[src/rtl/pool_seq.sv]
// 2x2 stride-2 max-pool sequencer: streams window reads from BRAM and writes one unsigned maximum per window.
// Latency: first read one cycle after start, each result two cycles after its window's last read, done 4*N+3 cycles after start.
// Backpressure: none, one read per cycle with no bubbles; start is ignored unless idle.
module pool_seq #(
    parameter int ADDR_WIDTH = 8,
    parameter int DATA_WIDTH = 8,
    parameter int MAX_DIM    = 16,
    localparam int DIM_W     = $clog2(MAX_DIM) + 1
) (
    input  logic                  clk,
    input  logic                  rst,
    input  logic                  start,
    input  logic [DIM_W-1:0]      cfg_width,
    input  logic [DIM_W-1:0]      cfg_height,
    input  logic [ADDR_WIDTH-1:0] cfg_src_base,
    input  logic [ADDR_WIDTH-1:0] cfg_dst_base,
    output logic                  busy,
    output logic                  done,
    output logic                  err,
    output logic [ADDR_WIDTH-1:0] rd_addr,
    input  logic [DATA_WIDTH-1:0] rd_data,
    output logic [ADDR_WIDTH-1:0] wr_addr,
    output logic [DATA_WIDTH-1:0] wr_data,
    output logic                  wr_en
);

    typedef enum logic [2:0] {
        S_IDLE,
        S_READ,
        S_DRAIN,
        S_DONE,
        S_ERR
    } state_t;

    state_t state_q, state_n;

    logic [DIM_W-1:0]      w_q, h_q, col_q, row_q, col_n, row_n;
    logic [1:0]            slot_q, slot_n, slot_d;
    logic [ADDR_WIDTH-1:0] rp_q, rp_n, dst_q, next_addr;
    logic                  rd_vld_d, drain_q;
    logic                  cfg_ok, col_last, row_last, last_rd;
    logic [DATA_WIDTH-1:0] max_q, win_max;

    assign cfg_ok = !cfg_width[0] && !cfg_height[0]
                 && (cfg_width  >= DIM_W'(2)) && (cfg_width  <= DIM_W'(MAX_DIM))
                 && (cfg_height >= DIM_W'(2)) && (cfg_height <= DIM_W'(MAX_DIM));

    assign col_last = (col_q == w_q - DIM_W'(2));
    assign row_last = (row_q == h_q - DIM_W'(2));
    assign last_rd  = (slot_q == 2'd3) && col_last && row_last;

    // rp tracks src_base + r*W so every address is a pair of adds, never a multiply
    always_comb begin
        slot_n = slot_q + 2'd1;
        col_n  = col_q;
        row_n  = row_q;
        rp_n   = rp_q;
        if (slot_q == 2'd3) begin
            if (col_last) begin
                col_n = '0;
                row_n = row_q + DIM_W'(2);
                rp_n  = rp_q + ADDR_WIDTH'({w_q, 1'b0});
            end else begin
                col_n = col_q + DIM_W'(2);
            end
        end
        next_addr = rp_n + (slot_n[1] ? ADDR_WIDTH'(w_q) : '0)
                  + ADDR_WIDTH'(col_n) + ADDR_WIDTH'(slot_n[0]);
    end

    // slot 0 opens a fresh window; later slots keep the held value on ties
    assign win_max = ((slot_d == 2'd0) || (rd_data > max_q)) ? rd_data : max_q;

    always_ff @(posedge clk) begin
        if (rst) state_q <= S_IDLE;
        else     state_q <= state_n;
    end

    always_comb begin
        state_n = state_q;
        busy    = 1'b0;
        done    = 1'b0;
        err     = 1'b0;
        case (state_q)
            S_IDLE:  if (start) state_n = cfg_ok ? S_READ : S_ERR;
            S_READ: begin
                busy = 1'b1;
                if (last_rd) state_n = S_DRAIN;
            end
            S_DRAIN: begin
                busy = 1'b1;
                if (drain_q) state_n = S_DONE;
            end
            S_DONE: begin
                done    = 1'b1;
                state_n = S_IDLE;
            end
            S_ERR: begin
                err     = 1'b1;
                state_n = S_IDLE;
            end
            default: state_n = S_IDLE;
        endcase
    end

    always_ff @(posedge clk) begin
        if (rst) begin
            w_q      <= '0;
            h_q      <= '0;
            col_q    <= '0;
            row_q    <= '0;
            slot_q   <= '0;
            slot_d   <= '0;
            rp_q     <= '0;
            dst_q    <= '0;
            rd_vld_d <= 1'b0;
            drain_q  <= 1'b0;
            max_q    <= '0;
            rd_addr  <= '0;
            wr_addr  <= '0;
            wr_data  <= '0;
            wr_en    <= 1'b0;
        end else begin
            wr_en    <= 1'b0;
            rd_vld_d <= 1'b0;
            drain_q  <= (state_q == S_DRAIN) && !drain_q;

            if (state_q == S_IDLE && start && cfg_ok) begin
                w_q     <= cfg_width;
                h_q     <= cfg_height;
                rp_q    <= cfg_src_base;
                dst_q   <= cfg_dst_base;
                rd_addr <= cfg_src_base;
                slot_q  <= '0;
                col_q   <= '0;
                row_q   <= '0;
            end

            if (state_q == S_READ) begin
                rd_vld_d <= 1'b1;
                slot_d   <= slot_q;
                if (!last_rd) begin
                    slot_q  <= slot_n;
                    col_q   <= col_n;
                    row_q   <= row_n;
                    rp_q    <= rp_n;
                    rd_addr <= next_addr;
                end
            end

            if (rd_vld_d) begin
                max_q <= win_max;
                if (slot_d == 2'd3) begin
                    wr_en   <= 1'b1;
                    wr_data <= win_max;
                    wr_addr <= dst_q;
                    dst_q   <= dst_q + ADDR_WIDTH'(1);
                end
            end
        end
    end

endmodule

[config.mk]
export PLATFORM = sky130hd
export DESIGN_NAME = pool_seq
export DESIGN_NICKNAME = d
export VERILOG_FILES = /design/src/rtl/pool_seq.sv
export SDC_FILE = /design/constraint.sdc
export NUM_CORES = 1
export LEC_CHECK = 0
export CORE_AREA = 4 4 127 129
export CTS_BUF_LIST = sky130_fd_sc_hd__clkbuf_8
export DETAILED_ROUTE_END_ITERATION = 7
export DIE_AREA = 0 0 131 133
export GPL_ROUTABILITY_DRIVEN = 0
export PLACE_DENSITY_LB_ADDON = 0.15
export SLEW_MARGIN = 20
export SYNTH_ARGS = -nofsm -noshare
export SYNTH_HDL_FRONTEND = slang
export SYNTH_SLANG_ARGS = --single-unit
[constraint.sdc]
create_clock -name clk -period 11.45 [get_ports clk]
set_input_delay 2.8625 -clock clk [delete_from_list [all_inputs] [get_ports clk]]
set_output_delay 2.8625 -clock clk [all_outputs]
set_load 0.03 [all_outputs]
; Word-level counts from Yosys, hierarchy flattened
; Index checks and enable logic that the tools add are counted.
[op_classes]
n_lt_le_gt_ge = 5
addsub = 10
n_reduce_logical = 21
eq_ne = 13
muxes = 36
bitwise_logic = 1
[op_table]
columns = cell, n
row1 = 8-bit two-way mux, 12
row2 = 5-bit two-way mux, 11
row3 = 8-bit by 5-bit adder with 8-bit output, 2
row4 = 3-bit two-way mux, 4
row5 = "5-bit by 2-bit adder with 5-bit output, second input constant", 2
row6 = 5-bit == test, 2
row7 = "5-bit by 2-bit >= comparator with 1-bit output, second input constant", 2
row8 = "5-bit less-or-equal comparator, second input constant", 2
row9 = 1-bit logical AND, 10
row10 = "5-bit by 2-bit subtractor with 5-bit output, second input constant", 2
row11 = 3-bit case mux with 3 select lines, 1
row12 = 8-bit by 1-bit adder with 8-bit output, 1
row13 = "8-bit by 1-bit adder with 8-bit output, second input constant", 1
row14 = 8-bit by 6-bit adder with 8-bit output, 1
row15 = 8-bit > comparator, 1
row16 = "3-bit by 2-bit == test with 1-bit output, second input constant", 2
row17 = 2-bit two-way mux, 3
row18 = "2-bit != test, second input constant", 3
row19 = "3-bit != test, second input constant", 2
row20 = 1-bit two-way mux, 5
row21 = "2-bit == test, second input constant", 2
row22 = 2-bit AND reduction, 2
row23 = 2-bit OR reduction, 2
row24 = "3-bit by 1-bit == test with 1-bit output, second input constant", 1
row25 = other kinds (8), 10
[word_totals]
elab_cells = 102
ff_bits = 78

; Longest topological paths before layout
[logic_depth]
depth_word = 10
ltp_mapped = 19

; Worst setup path before layout
; Ideal clock, no wire load.
[synth_timing]
path_type = input -> register
startpoint = input rd_data[1]
endpoint = register max_q[0]
required_time_ns = 11.378
setup_slack_ns = 6.824
arrival_time_ns = 4.555
cell_stages = 10
path_buffers = 2
path_cell_list = ha_1 nor2b_1 o21a_1 o21ai_1 a21oi_1 o22a_1 clkbuf_1 o21a_1 clkbuf_1 mux2i_1
[synth_via]
elab_chain_cells = 3
[synth_lines]
columns = element, line
row1 = from (decl), 21  ; input logic [DATA_WIDTH-1:0] rd_data,
row2 = 8-bit > comparator, 72  ; assign win_max = ((slot_d == 2'd0) || (rd_data > max_q)) ? rd_data : max_q;
row3 = 1-bit logical OR, 72
row4 = 8-bit two-way mux, 72
row5 = to (signal assigned), 152  ; max_q <= win_max;
row6 = to (decl), 42  ; logic [DATA_WIDTH-1:0] max_q, win_max;
; Every way passes these cells.
; A chain may end at the register's enable or synchronous reset.

; Worst setup path in the final report
[layout_timing]
startpoint = input cfg_height[1]
endpoint = register rd_addr[4]
[layout_via]
elab_chain_cells = 7
word_cells_on_any_way = 8
[layout_lines]
columns = element, line
row1 = from (decl), 14  ; input logic [DIM_W-1:0] cfg_height,
row2 = 5-bit by 2-bit >= comparator with 1-bit output, 46  ; && (cfg_height >= DIM_W'(2)) && (cfg_height <= DIM_W'(MAX_DIM));
row3 = 1-bit logical AND, 46
row4 = 1-bit logical AND *, 46
row5 = 1-bit logical AND *, 128  ; if (state_q == S_IDLE && start && cfg_ok) begin
row6 = 8-bit two-way mux *, 128
row7 = 8-bit two-way mux, 142  ; if (!last_rd) begin
row8 = 8-bit two-way mux *, 139  ; if (state_q == S_READ) begin
row9 = to (signal assigned), 133  ; rd_addr <= cfg_src_base;
row10 = to (signal assigned), 147  ; rd_addr <= next_addr;
row11 = to (decl), 20  ; output logic [ADDR_WIDTH-1:0] rd_addr,
; Mark *: on every way between the ends. The rest lies on a longest branch, timed or not.

==> out/results.ini <==
[run_status]
status=completed

[routing]
first_pass_iters=5
via_per_inst=5.05
wl_per_cell_um=15.3
ant_nets=0
drt_iter0_drc=205
drc_errors=0
num_vias=3871
wirelength_mm=11.7

[floorplanning]
die_y_um=133
core_um2=15000
ios=65
row_count=45
die_w_um=131
dieArea_um2=17400
start_util_pct=29.7

[power_and_ir_drop]
power.density_nw_per_um2=115
p_leak_nw=2.01
ir_drop_mv=0.0509

[cells_and_area]
final_nets=643
syn_to_final_growth_pct=20.1
multi_input_comb_area_um2=2620
num_antenna_cells=0
fin_area_um2=5360
n_fill_cell=1571
drive_gt1_share_pct=5.36
final-instance-count-excl-fill=766
regArea_um2=1560

[synthesis]
synth_ff_type=dfxtp_1
yosysMostFrequentCell=dfxtp_1
synth-seq-area-share_pct=35.0
netlist_top_cells_area=dfxtp_1, ha_1, nand2_1
syn_inst=525
synthSimpleGateAreaFrac_pct=19.7
synth_largest_area_cell=dfxtp_1
synth_commonest_cells=dfxtp_1, nand2_1, nor2_1, a21oi_1, inv_1
synthArstFlopShare_pct=0
yosysTopAreaCellShare_pct=35.0
synth_xor_area_share_pct=4.09
netlist_area_um2=4460
synthMuxAreaShare_pct=3.39
avgSynthCellArea_um2=8.50
synth_compound_area_share_pct=21.4
synth_fa_ha_area_share_pct=10.1
syn-num-nets=594
synth_top_family_by_area=compound AO/OA/AOI/OAI gates
ys_warn_count=0
synth-edff-count=0
ys_types=66
ys_ff_latch=78

[timing]
slew_viol_final=0
min_period_over_period_pct=46.8
clock.fmax_ghz=0.187
setup-violations-final=0
skew_ns=0.00789
fin_crit_ns=5.35
tightest_slew_ns=0.821
setup_ws_ns=6.10
rsz0062_at_grt=false
fin_tns_setup_ns=0
hold_violations=0
max-slew-margin-rel_pct=45.3

[setup_path]
cp.required_ns=11.73
cp-end-kind=flip-flop
crit_slowest_cell=and3_1
cp_top_family=simple AND/OR/NAND/NOR gates
crit_type=input port to flip-flop
cp.arrival_ns=5.64
path_common_cell=a211oi_1
start_kind=input port
path_cells=clkdlybuf4s50_1 > o31a_1 > nor4_1 > and3_1 > and2_1 > a211oi_1 > a211oi_1
crit_fanout=19
worst-path-buf-inv=1
crit_path_max_incr_delay_ns=0.82

[cts]
cts_root_buf=clkbuf_8
post_cts_buffers=0
tritoncts=done
clock_insertion_delay_worst_skew_ns=0.37
clockBufferDepth=2
cts_buffers=9
ctsHoldBuffers=0
cts_resized=0
htreeDepth=3
clkSinkCount=78
path_clk_slew_ns=0.08

[place]
placed_area_um2=5200
place_hpwl_mm=8.14
port_buffers=64
dp.cells=751
pre_cts_slack_ns=5.62

[min_path]
hp-class=flip-flop to flip-flop

[grt]
grt_max_degree=70
grt_first_pass_wirelength_mm=19.2
grt.overflow.total=0
first_global_vias=3944
antenna_found_initial=0
grt_use_total_pct=13.9

[run]
max-cap-violations=0

[layout by cell type (no fill, tap or decap), types with 4 or more instances in the layout]
master / n
a31oi_1: 5
a311oi_1: 5
mux2i_1: 14
o21ai_1: 11
a221oi_1: 5
clkdlybuf4s50_1: 63
and3_1: 14
inv_1: 32
xor2_1: 6
o31ai_1: 7
nand2_1: 68
xnor2_1: 12
clkbuf_8: 9
nand3_1: 8
ha_1: 25
nor2b_1: 5
fa_1: 7
a21oi_1: 36
nor3_1: 6
and2_1: 9
o2111ai_1: 7
nand2b_1: 4
nor4_1: 4
dfxtp_1: 78
nor2_1: 47
o21ai_0: 9
a211oi_1: 23
[metal layers]
layer,GRT usage [%],share of wire (%),vias to the layer above,wire (µm)
met5,0,0,-,0
met4,5.49,2.3,0,269
met3,4.20,5.1,20,591
met2,22.6,48,80,5580
met1,17.0,45,1803,5240
li1,-,-,1968,-
[sequential cells by signal (all words and copies together) (netlist names), 2 cells and up]
name and flops:
slot_d 2, wr_addr 8, wr_data 8, w_q 5, col_q 5, row_q 5
dst_q 8, max_q 8, state_q 3, slot_q 2, h_q 5, rp_q 8
rd_addr 8
[worst paths after layout]
check	endpoint	slack, ns	startpoint	cells after the start
worst max-delay path	rd_addr[4]	6.10	cfg_height[1]	7
worst min-delay path	wr_addr[1]	0.46	wr_addr[1]	2
worst max register to register	rd_addr[6]	6.62	w_q[1]	17
worst min register to register	wr_addr[1]	0.46	wr_addr[1]	2
[layout make-up]
cell class	instances	share of cell area, %
Sequential cell	78	29.1
Clock buffer	9	2.31
Tap cell	188	4.39
Inverter	32	2.24
Timing Repair Buffer	67	12.3
Multi-Input combinational cell	386	48.9
Clock inverter	6	0.747
[stage by stage]
| step | power (W) | hold slack (ns) | util [%] |
|---|---|---|---|
| 5_1_grt | 0.000655 | 0.501 | 35.7 |
| 4_1_cts | 0.000630 | 0.459 | 35.7 |
| 3_3_place_gp | 0.000437 | 0.448 | 34.6 |
| 2_1_floorplan | 0.000394 | 0.441 | - |
| 6_report | 0.000617 | 0.455 | 35.7 |
| 3_5_place_dp | 0.000439 | 0.447 | 34.6 |
[power breakdown]
group	total (W)	switching [W]	internal, W
clock	0.000185	0.000108	0.0000770
combinational	0.000134	0.0000751	0.0000591
sequential	0.000297	0.0000127	0.000285
total	0.000617	0.000196	0.000421
[worst reg2reg max path: stages (launching register included)]
cell and delay (ns):
dfxtp_1 0.53, inv_1 0.09, ha_1 0.22, xor3_2 0.26
nor4_4 0.36, nand3_2 0.46, and2_1 0.37, fa_1 0.50
ha_1 0.22, inv_1 0.07, fa_1 0.41, nor2b_1 0.14
o21ai_1 0.10, a21oi_1 0.22, o21ai_0 0.12, and3_1 0.21
or3_1 0.30, and3_1 0.16
[logic make-up (layout without fill, tap and decap cells)]
kind of cell | after synthesis | in the layout
adders and majority gates | 32 | 32
DFF | 78 | 78
and+or+nand+nor | 182 | 182
buffers and inverters | 61 | 114
muxes | 15 | 15
xor gates and xnor gates | 19 | 19
AOI/OAI and AO/OA | 138 | 138
Power figures use the tool's default switching activity.
